===== config.mk =====
export PLATFORM = sky130hd
export DESIGN_NAME = uart_rx_ctrl
export DESIGN_NICKNAME = d
export VERILOG_FILES = /design/src/rtl/uart_rx_ctrl.sv
export SDC_FILE = /design/constraint.sdc
export NUM_CORES = 1
export LEC_CHECK = 0
export CELL_PAD_IN_SITES_DETAIL_PLACEMENT = 0
export CELL_PAD_IN_SITES_GLOBAL_PLACEMENT = 1
export CORE_MARGIN = 2
export CORE_UTILIZATION = 44
export DETAILED_ROUTE_END_ITERATION = 7
export PLACE_DENSITY_LB_ADDON = 0.1
export SLEW_MARGIN = 20
export SYNTH_ARGS = -nofsm -noshare
export SYNTH_HDL_FRONTEND = slang
export SYNTH_SLANG_ARGS = --single-unit

===== constraint.sdc =====
create_clock -name clk -period 5.3 [get_ports clk]
set_input_delay 1.06 -clock clk [delete_from_list [all_inputs] [get_ports clk]]
set_output_delay 1.06 -clock clk [all_outputs]
set_load 0.02 [all_outputs]

===== src/rtl/uart_rx_ctrl.sv =====
// UART receive sequencer: finds the start bit, samples each data bit at
// mid-bit on the oversample tick, and checks the stop bit. Each data bit
// goes out as one shift strobe to an external right-shift register. Frame
// completion and framing errors are reported as single-clock pulses.
module uart_rx_ctrl #(
    parameter int DATA_BITS = 8,
    parameter int OVS       = 16,
    parameter int SB_TICKS  = 16
) (
    input  logic clk,
    input  logic reset_n,
    input  logic s_tick,
    input  logic rx,
    output logic shift_en,
    output logic shift_din,
    output logic rx_done_tick,
    output logic frame_err,
    output logic busy
);

    localparam int SC_MAX = (OVS > SB_TICKS) ? OVS : SB_TICKS;
    localparam int SCW    = $clog2(SC_MAX);
    localparam int NW     = $clog2(DATA_BITS);

    // Terminal counts for each phase of the frame
    localparam logic [SCW-1:0] MID_START = SCW'(OVS / 2 - 1);
    localparam logic [SCW-1:0] MID_DATA  = SCW'(OVS - 1);
    localparam logic [SCW-1:0] STOP_END  = SCW'(SB_TICKS - 1);
    localparam logic [NW-1:0]  LAST_BIT  = NW'(DATA_BITS - 1);

    typedef enum logic [1:0] {IDLE, START, DATA, STOP} state_e;

    state_e         state_q, state_d;
    logic [SCW-1:0] s_cnt_q, s_cnt_d;
    logic [NW-1:0]  n_q, n_d;
    logic           shift_en_q, shift_en_d;
    logic           shift_din_q, shift_din_d;
    logic           done_q, done_d;
    logic           err_q, err_d;

    // State, counters and registered outputs; reset abandons any frame
    always_ff @(posedge clk or negedge reset_n) begin
        if (!reset_n) begin
            state_q     <= IDLE;
            s_cnt_q     <= '0;
            n_q         <= '0;
            shift_en_q  <= 1'b0;
            shift_din_q <= 1'b0;
            done_q      <= 1'b0;
            err_q       <= 1'b0;
        end else begin
            state_q     <= state_d;
            s_cnt_q     <= s_cnt_d;
            n_q         <= n_d;
            shift_en_q  <= shift_en_d;
            shift_din_q <= shift_din_d;
            done_q      <= done_d;
            err_q       <= err_d;
        end
    end

    // Next state and counters; everything but the IDLE start detect waits on s_tick
    always_comb begin
        state_d = state_q;
        s_cnt_d = s_cnt_q;
        n_d     = n_q;
        case (state_q)
            IDLE: begin
                if (!rx) begin
                    state_d = START;
                    s_cnt_d = '0;
                end
            end
            START: begin
                if (s_tick) begin
                    if (s_cnt_q == MID_START) begin
                        // Still low at mid start bit: a real start, else a glitch
                        if (!rx) begin
                            state_d = DATA;
                            s_cnt_d = '0;
                            n_d     = '0;
                        end else begin
                            state_d = IDLE;
                        end
                    end else begin
                        s_cnt_d = s_cnt_q + SCW'(1);
                    end
                end
            end
            DATA: begin
                if (s_tick) begin
                    if (s_cnt_q == MID_DATA) begin
                        s_cnt_d = '0;
                        if (n_q == LAST_BIT) state_d = STOP;
                        else                 n_d     = n_q + NW'(1);
                    end else begin
                        s_cnt_d = s_cnt_q + SCW'(1);
                    end
                end
            end
            STOP: begin
                if (s_tick) begin
                    if (s_cnt_q == STOP_END) state_d = IDLE;
                    else                     s_cnt_d = s_cnt_q + SCW'(1);
                end
            end
            default: state_d = IDLE;
        endcase
    end

    // Output strobes for the next clock; shift_din holds between strobes
    always_comb begin
        shift_en_d  = 1'b0;
        shift_din_d = shift_din_q;
        done_d      = 1'b0;
        err_d       = 1'b0;
        case (state_q)
            DATA: begin
                if (s_tick && s_cnt_q == MID_DATA) begin
                    shift_en_d  = 1'b1;
                    shift_din_d = rx;
                end
            end
            STOP: begin
                // Done fires even on a bad stop bit so the host always sees the frame end
                if (s_tick && s_cnt_q == STOP_END) begin
                    done_d = 1'b1;
                    err_d  = ~rx;
                end
            end
            default: ;
        endcase
    end

    assign shift_en     = shift_en_q;
    assign shift_din    = shift_din_q;
    assign rx_done_tick = done_q;
    assign frame_err    = err_q;
    assign busy         = (state_q != IDLE);

endmodule


# Word-level counts from Yosys, hierarchy flattened
# Index checks and enable logic that the tools add are counted.
[op_classes] add_sub_neg=2 eq_ne=17 mux=30 n_bitwise=1 reduce_logical=8
[op_table] operator="$mux W4" n=7
[op_table] operator="$ne A2 B2 Y1 const B" n=11
[op_table] operator="$mux W2" n=9
[op_table] operator="$mux W3" n=6
[op_table] operator="$pmux W4 S4" n=1
[op_table] operator="$pmux W2 S4" n=1
[op_table] operator="$reduce_and A8 Y1" n=1
[op_table] operator="$reduce_and A7 Y1" n=1
[op_table] operator="$pmux W3 S2" n=1
[op_table] operator="$mux W1" n=5
[op_table] operator="$add A4 B1 Y4 const B" n=1
[op_table] operator="$eq A2 B2 Y1 const B" n=2
[op_table] operator="$eq A4 B3 Y1 const B" n=1
[op_table] operator="$eq A4 B4 Y1 const B" n=1
[op_table] operator="$reduce_and A4 Y1" n=1
[op_table] operator="$reduce_bool A2 Y1" n=2
[op_table] operator="$add A3 B1 Y3 const B" n=1
[op_table] operator="$eq A3 B3 Y1 const B" n=1
[op_table] operator="$eq A2 B1 Y1 const B" n=1
[op_table] operator="$logic_not A2 Y1" n=1
[op_table] operator="$reduce_and A2 Y1" n=1
[op_table] operator="$logic_and A1 B1 Y1" n=1
[op_table] operator="$not A1 Y1" n=1
[word_totals] ff_bits=13 inputBits=4 out_inout_bits=5 wordCells=65

# Logic depth before layout (Yosys ltp)
[logic_depth] ltp_word=5 depth_mapped=7 mapped_depth_nobuf=5

# Least setup slack after synthesis
# OpenSTA, ideal clock, no wires.
[synth_timing] kind="input port to flip-flop" startpoint="in rx" endpoint="reg s_cnt_q[0]" setup_ns=0.125 arrival_ns=1.975 required_time_ns=5.175 setup_slack_ns=3.200 stages=4 cell_sequence="or3_4 a32oi_2 o41ai_1 mux2_4"
[synth_between] elab_chain_cells=4
[synth_rtl] element="from (decl)" line_no="13" source="input logic rx,"
[synth_rtl] element="$mux W4 *"
[synth_rtl] element="$mux W4 (2 in series)"
[synth_rtl] element="$pmux W4 S4 *"
[synth_rtl] element="to (signal assigned)" line_no="53" source="s_cnt_q <= s_cnt_d;"
[synth_rtl] element="to (decl)" line_no="34" source="logic [SCW-1:0] s_cnt_q, s_cnt_d;"
# Mark *: on every way between the ends. The rest lies on a longest branch, timed or not. The select of a mux whose other input is x is not followed.
# A chain may end at the register's enable or synchronous reset.

==> results.yml <==
run_status:
  outcome: "completed"
worst_setup_path:
  timing.rr.start: "s_cnt_q[0]"
  critPathCaptureType: "primary output"
  r2r_slack_ns: 3.48
  worstPathCellList: "or2_2 -> clkdlybuf4s50_1"
  reg2reg_to: "s_cnt_q[0]"
  r2r_cells: 5
  critPathKind: "flop to primary output"
  critPathCapture: "busy"
  cp_max_fo: 12
  cp_slowest_cell: "clkdlybuf4s50_1"
  cp.arrival_ns: 1.68
  max_stage_delay_ns: 0.54
  critical_path_required_ns: 4.24
  start_kind: "flop"
min_path:
  hp-class: "flop to flop"
  hold-path-cell-count: 1
power_and_ir_drop:
  ir_drop_uv: 257
  leakagePower_nw: 0.374
  swShare: 0.395
  pwr-share-clk: 0.152
  seqPwrFrac: 0.446
  internal-power_w: 0.000245
  power_frac_comb: 0.401
  power.density_nw_per_um2: 493
  p_switching_w: 0.000160
cells_and_area:
  drive_above_1_share: 0.115
  num_antenna_cells: 0
  final_area_um2: 823
  final_nets: 86
  seq_area_um2: 325
  multi_input_area_um2: 353
  syn2layout_area_growth_pct: 13.8
  fillers: 146
  fin_util: 0.540
logic_synthesis:
  synth.cell_area_um2: 723
  syn_avg_cell_area_um2: 10.3
  synth_top_area_cell: "dfrtp_1"
  ys_types: 31
  synth_seq_area_share: 0.450
  synth_cells: 70
  ys_ff_latch: 13
  synthTopCellsByArea: "dfrtp_1 (45%), ha_1 (5.2%), nand2_1 (4.7%), mux2i_1 (4.2%), inv_1 (2.6%)"
  synth.top_cell.area_share: 0.450
  yosysWarnings: 0
  synth_fp_nets: 77
timing:
  fmax_mhz: 364
  fin_crit_ns: 2.74
  hold_viol_final: 0
  finalSetupTns_ns: 0
  worst_pin_slew_ns: 0.597
  skew_ns: 0.000859
  fin_crit_sh: 0.518
  setup_violations: 0
  slew_viol_final: 0
  slew_headroom: 0.601
  rsz0062_at_grt: "no"
placement:
  port_buffers: 8
  dp_hpwl_mm: 1.03
  gp_congestion: 0.779
  place_area_um2: 797
route:
  drt-pass1-iter-count: 4
  routed_via_density: 5.64
  drt_wl_total_mm: 1.37
  vias: 530
  wire_per_inst_um: 14.6
  drt-initial-drc-count: 9
  ant_nets: 0
  drc: 0
cts:
  clockBufferDepth: 2
  cts_tree: "yes"
  h-tree-depth: 1
  cts-resized-gates: 0
  cts_setup_buffers: 0
  clock_latency_ns: 0.27
  cts.root.buffer_cell: "clkbuf_4"
  cts_buffers: 3
  ctsHoldBuffers: 0
  clkTransAtPathRegs_ns: 0.08
  cts_sinks: 13
floorplan:
  num_rows: 14
  die_area_um2: 1980
  initial_utilization: 0.475
  placeableCoreArea_um2: 1520
  pin_count: 9
  die_w_um: 44.5
  die_h_um: 44.5
global_routing:
  grtUsageTotal: 0.178
  grt_pass1_wl_mm: 2.50
  grt_max_degree: 14
  antenna_found_initial: 0
  grt_remaining_overflow: 0
  grt_pass1_vias: 566
flow_run:
  drv_cap: 0
==> power by group through the flow <==
stage                     Combinational [W]  Clock (W)  Sequential, W
after floorplan                    0.000153          0       0.000159
after global placement             0.000160          0       0.000181
after detailed placement           0.000165          0       0.000182
final                              0.000163  0.0000618       0.000181
after CTS                          0.000166  0.0000657       0.000180
after global routing               0.000189  0.0000713       0.000185
==> registers in the layout (all words and copies together), names as in the netlist, named ones only <==
name and count:
shift_din 1, n_q 3, rx_done_tick 1, state_q 1, shift_en 1, frame_err 1
s_cnt_q 4
==> worst min path at each step <==
stage               from   endpoint  slack (ns)
2_1_floorplan     n_q[1]     n_q[1]        0.50
3_3_place_gp   shift_din  shift_din        0.48
3_5_place_dp   shift_din  shift_din        0.48
4_1_cts        shift_din  shift_din        0.50
5_1_grt        shift_din  shift_din        0.53
6_report       shift_din  shift_din        0.49
==> area by class of cell <==
cell class                 count  area share
inverter                       5      0.0228
sequential                    13       0.395
timing repair buffer           8      0.0973
clock buffer                   4      0.0319
multi-input combinational     48       0.429
tap                           16      0.0243
==> cell usage after synthesis <==
cell type   n
a32oi_2     1
o21ai_1     2
and3_1      2
a31oi_1     2
o22ai_1     1
buf_6       1
mux2i_1     3
dfrtp_1    13
nor3b_2     1
ha_1        3
or2_2       1
mux2_1      1
nand2b_1    2
or3_1       1
xor2_1      1
a41oi_1     1
and3b_1     1
nor2_1      3
o41ai_1     1
nand2_1     9
o21ai_0     1
nor2b_1     1
nand3_1     2
nor3_1      2
inv_1       5
a22o_1      2
a22oi_1     1
or3_4       1
buf_2       3
mux2_4      1
o32ai_2     1
==> cells by family (layout without fill, tap and decap cells) <==
family          Yosys count  after routing  share of synthesized area
flops                    13             13                      0.450
xor+xnor                  1              1                     0.0121
simple gates             26             26                      0.196
mux                       5              5                     0.0778
buf+inv                   9             17                     0.0623
fa+ha+maj                 3              3                     0.0519
compound gates           13             13                      0.151
==> through the flow <==
stage               setup WS [ns]  hold WS (ns)  power [W]  instances
finish                       2.56         0.489   0.000406         94
detailed placement           2.56         0.480   0.000347         90
global route                 2.50         0.528   0.000445         94
global placement             2.60         0.480   0.000341         90
CTS                          2.55         0.499   0.000412         94
floorplan                    3.20         0.499   0.000312         70
==> placed cells by master, fill, tap and decap left out <==
| cell | netlist | routed |
|---|---|---|
| nor2b_1 | 1 | 1 |
| xor2_1 | 1 | 1 |
| nand2_1 | 9 | 9 |
| or3_4 | 1 | 1 |
| a31oi_1 | 2 | 2 |
| a22oi_1 | 1 | 1 |
| a41oi_1 | 1 | 1 |
| and3b_1 | 1 | 1 |
| clkbuf_1 | 0 | 1 |
| nor3_1 | 2 | 2 |
| clkdlybuf4s50_1 | 0 | 8 |
| or2_2 | 1 | 1 |
| inv_1 | 5 | 5 |
| mux2i_1 | 3 | 3 |
| nor3b_2 | 1 | 1 |
| and3_1 | 2 | 2 |
| a22o_1 | 2 | 2 |
| a32oi_2 | 1 | 1 |
| clkbuf_4 | 0 | 3 |
| o22ai_1 | 1 | 1 |
| o21ai_0 | 1 | 1 |
| nand2b_1 | 2 | 2 |
| nor2_1 | 3 | 3 |
| or3_1 | 1 | 1 |
| o32ai_2 | 1 | 1 |
| nand3_1 | 2 | 2 |
| ha_1 | 3 | 3 |
| o21ai_1 | 2 | 2 |
| mux2_1 | 1 | 1 |
| mux2_4 | 1 | 1 |
| o41ai_1 | 1 | 1 |
| dfrtp_1 | 13 | 13 |
==> worst max-delay path: cells and delay by family (launching register included) <==
kind / cells / cell delay, ns
flip-flops: 1 / 0.51
buffers and inverters: 1 / 0.54
AND/OR/NAND/NOR: 1 / 0.36
==> layer usage <==
layer  wire length (um)  track usage
met1                610        0.223
met2                708        0.287
met3                 40       0.0245
met4                 10        0.109
met5                  0            0
Power figures use the tool's default switching activity.
